--- config.mk ---
export PLATFORM = sky130hd
export DESIGN_NAME = if_fetch_queue
export DESIGN_NICKNAME = d
export VERILOG_FILES = /design/src/rtl/if_fetch_queue.sv
export SDC_FILE = /design/constraint.sdc
export NUM_CORES = 1
export LEC_CHECK = 0
export BUFFER_PORTS_ARGS = -buffer_cell sky130_fd_sc_hd__buf_2
export CORE_MARGIN = 2
export CORE_UTILIZATION = 58
export CTS_CLUSTER_DIAMETER = 40
export DETAILED_ROUTE_END_ITERATION = 10
export PLACE_DENSITY = 0.79
export SLEW_MARGIN = 30
export SYNTH_ARGS = -nofsm -noshare
export SYNTH_HDL_FRONTEND = slang
export SYNTH_SLANG_ARGS = --single-unit
--- constraint.sdc ---
create_clock -name clk -period 4.8 [get_ports clk]
set_input_delay 0.48 -clock clk [delete_from_list [all_inputs] [get_ports clk]]
set_output_delay 0.48 -clock clk [all_outputs]
set_load 0.02 [all_outputs]
--- src/rtl/if_fetch_queue.sv ---
// Instruction-fetch stage: issues sequential word fetches, buffers returned instructions with
// their PCs for decode, and squashes stale responses after a redirect.
module if_fetch_queue #(
    parameter int unsigned DEPTH    = 4,
    parameter int unsigned MAX_OUT  = 2,
    parameter logic [31:0] RESET_PC = 32'h0
) (
    input  logic        clk,
    input  logic        reset,
    input  logic        redirect_valid,
    input  logic [31:0] redirect_pc,
    input  logic        stall,
    output logic        imem_req_valid,
    input  logic        imem_req_ready,
    output logic [31:0] imem_req_addr,
    input  logic        imem_rsp_valid,
    input  logic [31:0] imem_rsp_data,
    output logic        instr_valid,
    input  logic        instr_ready,
    output logic [31:0] instr_data,
    output logic [31:0] instr_pc,
    output logic        busy
);
    localparam int unsigned PtrW  = $clog2(DEPTH);
    localparam int unsigned CntW  = $clog2(DEPTH + 1);
    localparam int unsigned OutW  = $clog2(MAX_OUT + 1);
    localparam int unsigned SPtrW = (MAX_OUT > 1) ? $clog2(MAX_OUT) : 1;

    typedef enum logic [0:0] {StFetch, StFlush} state_e;

    state_e            state_q, state_d;
    logic [31:0]       fetch_pc_q, fetch_pc_d;
    logic [OutW-1:0]   out_q, out_d;
    logic [OutW-1:0]   disc_q, disc_d;
    logic [CntW-1:0]   cnt_q, cnt_d;
    logic [PtrW-1:0]   wptr_q, wptr_d, rptr_q, rptr_d;
    logic [SPtrW-1:0]  swr_q, swr_d, srd_q, srd_d;

    logic [31:0]       fifo_data_q [DEPTH];
    logic [31:0]       fifo_pc_q   [DEPTH];
    logic [31:0]       shadow_q    [MAX_OUT];

    logic issue, rsp, push, pop;

    // Credit check keeps fifo entries plus in-flight requests within DEPTH, so pushes never overflow.
    assign imem_req_valid = ~reset & (state_q == StFetch) & ~stall & ~redirect_valid
                          & (32'(out_q) < MAX_OUT)
                          & ((32'(cnt_q) + 32'(out_q)) < DEPTH);
    assign imem_req_addr  = fetch_pc_q;

    assign instr_valid = (cnt_q != '0);
    assign instr_data  = fifo_data_q[rptr_q];
    assign instr_pc    = fifo_pc_q[rptr_q];
    assign busy        = (out_q != '0) | (state_q == StFlush);

    assign issue = imem_req_valid & imem_req_ready;
    assign rsp   = imem_rsp_valid;
    assign pop   = instr_valid & instr_ready;
    assign push  = rsp & (disc_q == '0) & ~redirect_valid;

    always_comb begin
        state_d    = state_q;
        fetch_pc_d = fetch_pc_q;
        out_d      = out_q;
        disc_d     = disc_q;
        cnt_d      = cnt_q;
        wptr_d     = wptr_q;
        rptr_d     = rptr_q;
        swr_d      = swr_q;
        srd_d      = srd_q;

        if (issue) begin
            fetch_pc_d = fetch_pc_q + 32'd1;
            swr_d      = (swr_q == SPtrW'(MAX_OUT - 1)) ? '0 : swr_q + SPtrW'(1);
        end
        // The PC shadow queue tracks every request, stale or not, so it stays aligned.
        if (rsp) begin
            srd_d = (srd_q == SPtrW'(MAX_OUT - 1)) ? '0 : srd_q + SPtrW'(1);
        end

        case ({issue, rsp})
            2'b10:   out_d = out_q + OutW'(1);
            2'b01:   out_d = out_q - OutW'(1);
            default: out_d = out_q;
        endcase

        if (push) wptr_d = wptr_q + PtrW'(1);
        if (pop)  rptr_d = rptr_q + PtrW'(1);
        case ({push, pop})
            2'b10:   cnt_d = cnt_q + CntW'(1);
            2'b01:   cnt_d = cnt_q - CntW'(1);
            default: cnt_d = cnt_q;
        endcase

        if (rsp && (disc_q != '0)) disc_d = disc_q - OutW'(1);

        if (redirect_valid) begin
            fetch_pc_d = redirect_pc;
            wptr_d     = '0;
            rptr_d     = '0;
            cnt_d      = '0;
            disc_d     = out_d;
        end

        case (state_q)
            StFetch: if (disc_d != '0) state_d = StFlush;
            StFlush: if (disc_d == '0) state_d = StFetch;
            default: state_d = StFetch;
        endcase
    end

    always_ff @(posedge clk) begin
        if (reset) begin
            state_q    <= StFetch;
            fetch_pc_q <= RESET_PC;
            out_q      <= '0;
            disc_q     <= '0;
            cnt_q      <= '0;
            wptr_q     <= '0;
            rptr_q     <= '0;
            swr_q      <= '0;
            srd_q      <= '0;
        end else begin
            state_q    <= state_d;
            fetch_pc_q <= fetch_pc_d;
            out_q      <= out_d;
            disc_q     <= disc_d;
            cnt_q      <= cnt_d;
            wptr_q     <= wptr_d;
            rptr_q     <= rptr_d;
            swr_q      <= swr_d;
            srd_q      <= srd_d;
        end
    end

    always_ff @(posedge clk) begin
        if (push && !reset) begin
            fifo_data_q[wptr_q] <= imem_rsp_data;
            fifo_pc_q[wptr_q]   <= shadow_q[srd_q];
        end
        if (issue) shadow_q[swr_q] <= fetch_pc_q;
    end

endmodule

-- Word-level counts from Yosys, hierarchy flattened
Memories as Yosys holds them, arrays and structs flattened. A register that Yosys moved wholly into a read port is not among the register bits.
Cells that the tools add are included.
- RAM bits: 320
- input bits: 71
- word-level logic and storage cells: 76
- register bits after elaboration: 46
- memories: 3
- output and inout bits: 99
- equality and inequality tests: 4
- mux-type cells: 21
- add/sub/neg operators: 11
- bitwise gates (word level): 14
- $lt $le $gt $ge: 2
- reduce and logical (&&, ||, !) cells: 12
- memory list (memory ; words ; bits a word ; rd ports ; clocked after memory_dff ; write ports ; line ; RTL):
    fifo_data_q ; 4 ; 32 ; 1 ; 1 ; 1 ; 39 ; logic [31:0] fifo_data_q [DEPTH];
    fifo_pc_q ; 4 ; 32 ; 1 ; 1 ; 1 ; 40 ; logic [31:0] fifo_pc_q [DEPTH];
    shadow_q ; 2 ; 32 ; 1 ; 1 ; 1 ; 41 ; logic [31:0] shadow_q [MAX_OUT];
- operators by type and width (cell ; number):
    32-bit 2-to-1 mux ; 2
    32-bit by 1-bit adder with 32-bit output, second input constant ; 1
    2-bit 2-to-1 mux ; 6
    1-bit 2-to-1 mux ; 10
    2-bit nonzero test ; 5
    1-bit bitwise AND ; 9
    2-bit by 1-bit adder with 2-bit output, second input constant ; 3
    3-bit case mux with 2 select lines ; 1
    3-bit by 2-bit adder with 4-bit output ; 1
    2-bit by 1-bit equality test with 1-bit output, second input constant ; 2
    2-bit equality test, second input constant ; 2
    2-bit zero test ; 2
    4-bit by 3-bit less-than comparator with 1-bit output, second input constant ; 1
    1-bit NOT ; 4
    2-bit case mux with 2 select lines ; 1
    2-bit by 1-bit subtractor with 2-bit output, second input constant ; 2
    3-bit by 1-bit adder with 3-bit output, second input constant ; 1
    3-bit nonzero test ; 1
    3-bit by 1-bit subtractor with 3-bit output, second input constant ; 1
    1-bit adder, second input constant ; 2
    1-bit logical AND ; 2
    2-bit less-than comparator, second input constant ; 1
    1-bit case mux with 2 select lines ; 1
    2-bit OR reduction ; 1
    2 further kinds ; 2

-- Longest topological paths before layout
- depth in word-level cells: 13
- gate-level depth with buffers: 13
- mapped depth without buffers: 10

-- Least setup slack after synthesis
Ideal clock, no wire load.
- kind: register -> register
- start point: register out_q[1]
- end point: memory shadow_q[0][0], enable pin
- buffers on the path: 3
- arrival time: 2.968 ns
- library setup time: 0.421 ns
- clock period less this slack: 3.389 ns
- cell stages (with the launch flop): 9
- setup slack: 1.411 ns
- required time: 4.379 ns
- cell sequence: dfxtp_1 -> ha_1 -> a311oi_2 -> and4_1 -> buf_4 -> inv_2 -> clkbuf_1 -> buf_2 -> nor2_1
- word-level cells in the longest chain between the ends: 6
- elaborated cells between the ends (all ways): 8
- those cells by class: add/sub (1); order compare (2); mux (2); bitwise (3)
- ends and longest elaborated chain (element ; line ; RTL):
    start, declared ; 33 ; logic [OutW-1:0] out_q, out_d;
    start signal, assigned ; 126 ; out_q <= out_d;
    3-bit by 2-bit adder with 4-bit output / 2-bit less-than comparator (equally long branches) ; 48, 47 ;
    4-bit by 3-bit less-than comparator with 1-bit output / 1-bit bitwise AND (equally long branches) ; 48, 47 ;
    1-bit bitwise AND (*) ; 48 ; & ((32'(cnt_q) + 32'(out_q)) < DEPTH);
    1-bit bitwise AND (*) ; 56 ; assign issue = imem_req_valid & imem_req_ready;
    1-bit 2-to-1 mux (*) ; 141 ; if (issue) shadow_q[swr_q] <= fetch_pc_q;
    1-bit 2-to-1 mux (implied by the code) (*) ; 141 ;
    end, declared ; 41 ;
Every way passes the cells marked *; elsewhere a longest branch is shown, timed or not.

==> load_flow_metrics.sql <==
INSERT INTO impl_metrics (metric_group, metric, value, unit) VALUES
('floorplanning', 'floorplan.die_area', '25780', 'um^2'),
('sta', 'finalClockSkew', '0.01411', 'ns'),
('synthesis', 'average_size_of_a_mapped_cell', '18.16', 'um^2'),
('cts', 'cts.repair.resized', '0', ''),
('sta', 'grt_setup_unrepaired', 'false', ''),
('critical_path', 'critical-path-top-delay-family', 'flip-flops', ''),
('detailed_routing', 'wl_met3', '2.210', 'mm'),
('cts', 'clk-insertion-delay-late', '0.53', 'ns'),
('floorplanning', 'pin_count', '170', ''),
('sta', 'max_slew.worst_pin.slew', '0.9543', 'ns'),
('finish', 'layout_commonest_cell', 'sky130_fd_sc_hd__edfxtp_1', ''),
('grt', 'grt_antenna_before_repair', '0', ''),
('critical_path', 'cp_data_arrival_time', '2.56', 'ns'),
('cts', 'clock-sinks', '369', ''),
('sta', 'finalSetupTns', '0', 'ns'),
('critical_path', 'critical_path.reg2reg.endpoint', 'shadow_q[0][19]', ''),
('synthesis', 'yosys_most_used_dff', 'sky130_fd_sc_hd__edfxtp_1', ''),
('critical_path', 'path_max_fanout', '37', ''),
('critical_path', 'critPathBufInv', '2', ''),
('run_status', 'outcome', 'complete, no violations', ''),
('cts', 'clock_path_buffers', '3', ''),
('synthesis', 'number_of_synthesized_flops_with_an_enable_pin', '320', ''),
('cts', 'clock_tree.root_cell', 'sky130_fd_sc_hd__clkbuf_16', ''),
('cts', 'post_cts_buffers', '0', ''),
('finish', 'ratio_of_cells_with_drive_above_1_in_the_final_layout', '36.08', '%'),
('detailed_routing', 'first_pass_iters', '6', ''),
('floorplanning', 'die_y', '160.6', 'um'),
('synthesis', 'ys_seq_elements', '369', ''),
('sta', 'hold_viol', '0', ''),
('detailed_routing', 'ant_nets', '0', ''),
('grt', 'grt_first_pass_wirelength', '44.62', 'mm'),
('critical_path', 'crit_path_top_delay_cell', 'sky130_fd_sc_hd__dfxtp_4', ''),
('sta', 'fmaxAchievable', '328.6', 'MHz'),
('placed_design', 'global_placer_s_final_weighted_congestion', '0.8987', ''),
('critical_path', 'crit_chain', 'buf_4, mux4_2, buf_2', ''),
('cts', 'htreeDepth', '2', ''),
('finish', 'leading_cell_types_in_the_layout_fill_and_taps_excluded', 'sky130_fd_sc_hd__edfxtp_1, sky130_fd_sc_hd__buf_2, sky130_fd_sc_hd__mux4_2', ''),
('finish', 'fin_nets', '1055', ''),
('finish', 'post-route-util', '69.65', '%'),
('critical_path', 'endpoint_kind', 'output pin', ''),
('finish', 'antenna-diode-count', '0', ''),
('detailed_routing', 'routed_wl_per_cell', '21.53', 'um'),
('power_and_ir_drop', 'intPower', '5.468', 'mW'),
('sta', 'timing.max_slew.rel_slack', '36.23', '%'),
('placed_design', 'dp.final_hpwl', '17.71', 'mm'),
('cts', 'clkTransAtPathRegs', '0.06', 'ns'),
('cts', 'cts_tree', 'yes', ''),
('floorplanning', 'die_w', '160.6', 'um'),
('floorplanning', 'rows', '57', ''),
('detailed_routing', 'detail_route.wirelength.met1', '11.72', 'mm'),
('detailed_routing', 'post_drt_via_cell_ratio', '5.998', ''),
('power_and_ir_drop', 'max-vdd-ir-drop', '211.1', 'uV'),
('power_and_ir_drop', 'power-per-cell-area', '415.5', 'nW/um^2'),
('detailed_routing', 'post-route-drc-count', '0', ''),
('detailed_routing', 'wl', '28.63', 'mm'),
('synthesis', 'yosys_warnings', '0', ''),
('synthesis', 'synth_fp_nets', '864', ''),
('hold_path', 'min_path_type', 'in2reg', ''),
('synthesis', 'synthesis.instances', '783', ''),
('synthesis', 'async_reset_ff_share', '0', '%'),
('floorplanning', 'placeableCoreArea', '24180', 'um^2'),
('sta', 'report.final.setup_viol', '0', ''),
('hold_path', 'hold_path_startpoint', 'imem_rsp_data[6]', ''),
('critical_path', 'worstRegToRegCells', '6', ''),
('floorplanning', 'initial_core_utilization', '58.81', '%'),
('run', 'max-cap-violations', '0', ''),
('detailed_routing', 'wl_met2', '14.16', 'mm'),
('power_and_ir_drop', 'share_seq_of_total_power', '51.5', '%'),
('cts', 'tritoncts.num_buffers', '45', ''),
('critical_path', 'r2r-start', 'out_q[1]', ''),
('finish', 'n_fill_cell', '1549', '');
## Yosys cell counts (all sizes together), types with 5 or more instances
cell	n	share of area [%]
edfxtp	320	68
mux4	64	10
dfxtp	49	6.9
nor2	38	1.1
mux2	34	2.7
nand2	31	0.82
a21oi	27	0.95
clkbuf	21	0.55
inv	18	0.48
nand3	17	0.63
o21ai	17	0.60
a31oi	16	0.70
buf	15	0.52
nand4	14	0.62
and3	9	0.40
ha	9	0.79
nor3	9	0.32
or3	9	0.40
nor4	7	0.41
xor2	7	0.43
or4	6	0.32
xnor2	6	0.37
a32oi	5	0.31
and2	5	0.22
## metal layers
metal,global-route usage [%],up-vias
li1,-,3542
met1,31.78,4001
met2,36.93,382
met3,4.390,52
met4,6.265,0
met5,0,-
## kinds of logic after synthesis
| kind of cell | synth area share, % |
|---|---|
| muxes | 12.83 |
| adders and majority gates | 0.9328 |
| xor gates and xnor gates | 0.8008 |
| DFF | 74.48 |
| buffers and inverters | 1.549 |
| AOI/OAI and AO/OA | 3.863 |
| and+or+nand+nor | 5.544 |
## power by group through the flow
| stage | clock network [mW] | logic [mW] | registers (mW) |
|---|---|---|---|
| 2_1_floorplan | 0 | 0.198 | 3.67 |
| 3_3_place_gp | 0 | 0.332 | 3.66 |
| 3_5_place_dp | 0 | 0.343 | 3.67 |
| 4_1_cts | 3.10 | 0.345 | 3.60 |
| 5_1_grt | 3.22 | 0.372 | 3.61 |
| 6_report | 3.05 | 0.344 | 3.60 |
## final cells by class
class	count	area (um^2)	share of cell area [%]
Inverter	18	67.56	0.4012
Timing Repair Buffer	180	965.9	5.736
Multi-Input combinational cell	360	3450	20.49
Clock buffer	51	1149	6.821
Sequential cell	369	10600	62.94
Tap cell	324	405.4	2.407
Clock inverter	28	203.9	1.211
## stage by stage
stage | cell area [um^2] | instances | power (mW) | worst slack, ns
2_1_floorplan | 14220 | 783 | 3.864 | 1.411
3_3_place_gp | 15420 | 1248 | 3.995 | 1.955
3_5_place_dp | 15480 | 1251 | 4.010 | 1.873
4_1_cts | 16830 | 1330 | 7.043 | 1.663
5_1_grt | 16840 | 1330 | 7.204 | 1.575
6_report | 16840 | 1330 | 6.996 | 1.756
## worst max path at each step
stage                        start              to  slack [ns]  cells after the start
CTS                           flop  instr_data[17]        1.66                      3
finish                        flop    instr_pc[19]        1.76                      3
global placement    redirect_valid        cnt_q[2]        1.95                      9
detailed placement  redirect_valid        cnt_q[2]        1.87                      9
global route                  flop    instr_pc[19]        1.58                      3
floorplan                 out_q[1]  shadow_q[0][0]        1.41                      8
## sequential cells by signal, summed over array words and instances, names as in the netlist, named ones only
signal	cells
cnt_q	3
disc_q	2
fifo_data_q	128
fifo_pc_q	128
imem_req_addr	32
out_q	2
rptr_q	2
shadow_q	64
srd_q	1
state_q	1
swr_q	1
wptr_q	2
No activity file was read; power rests on OpenSTA's default activity.
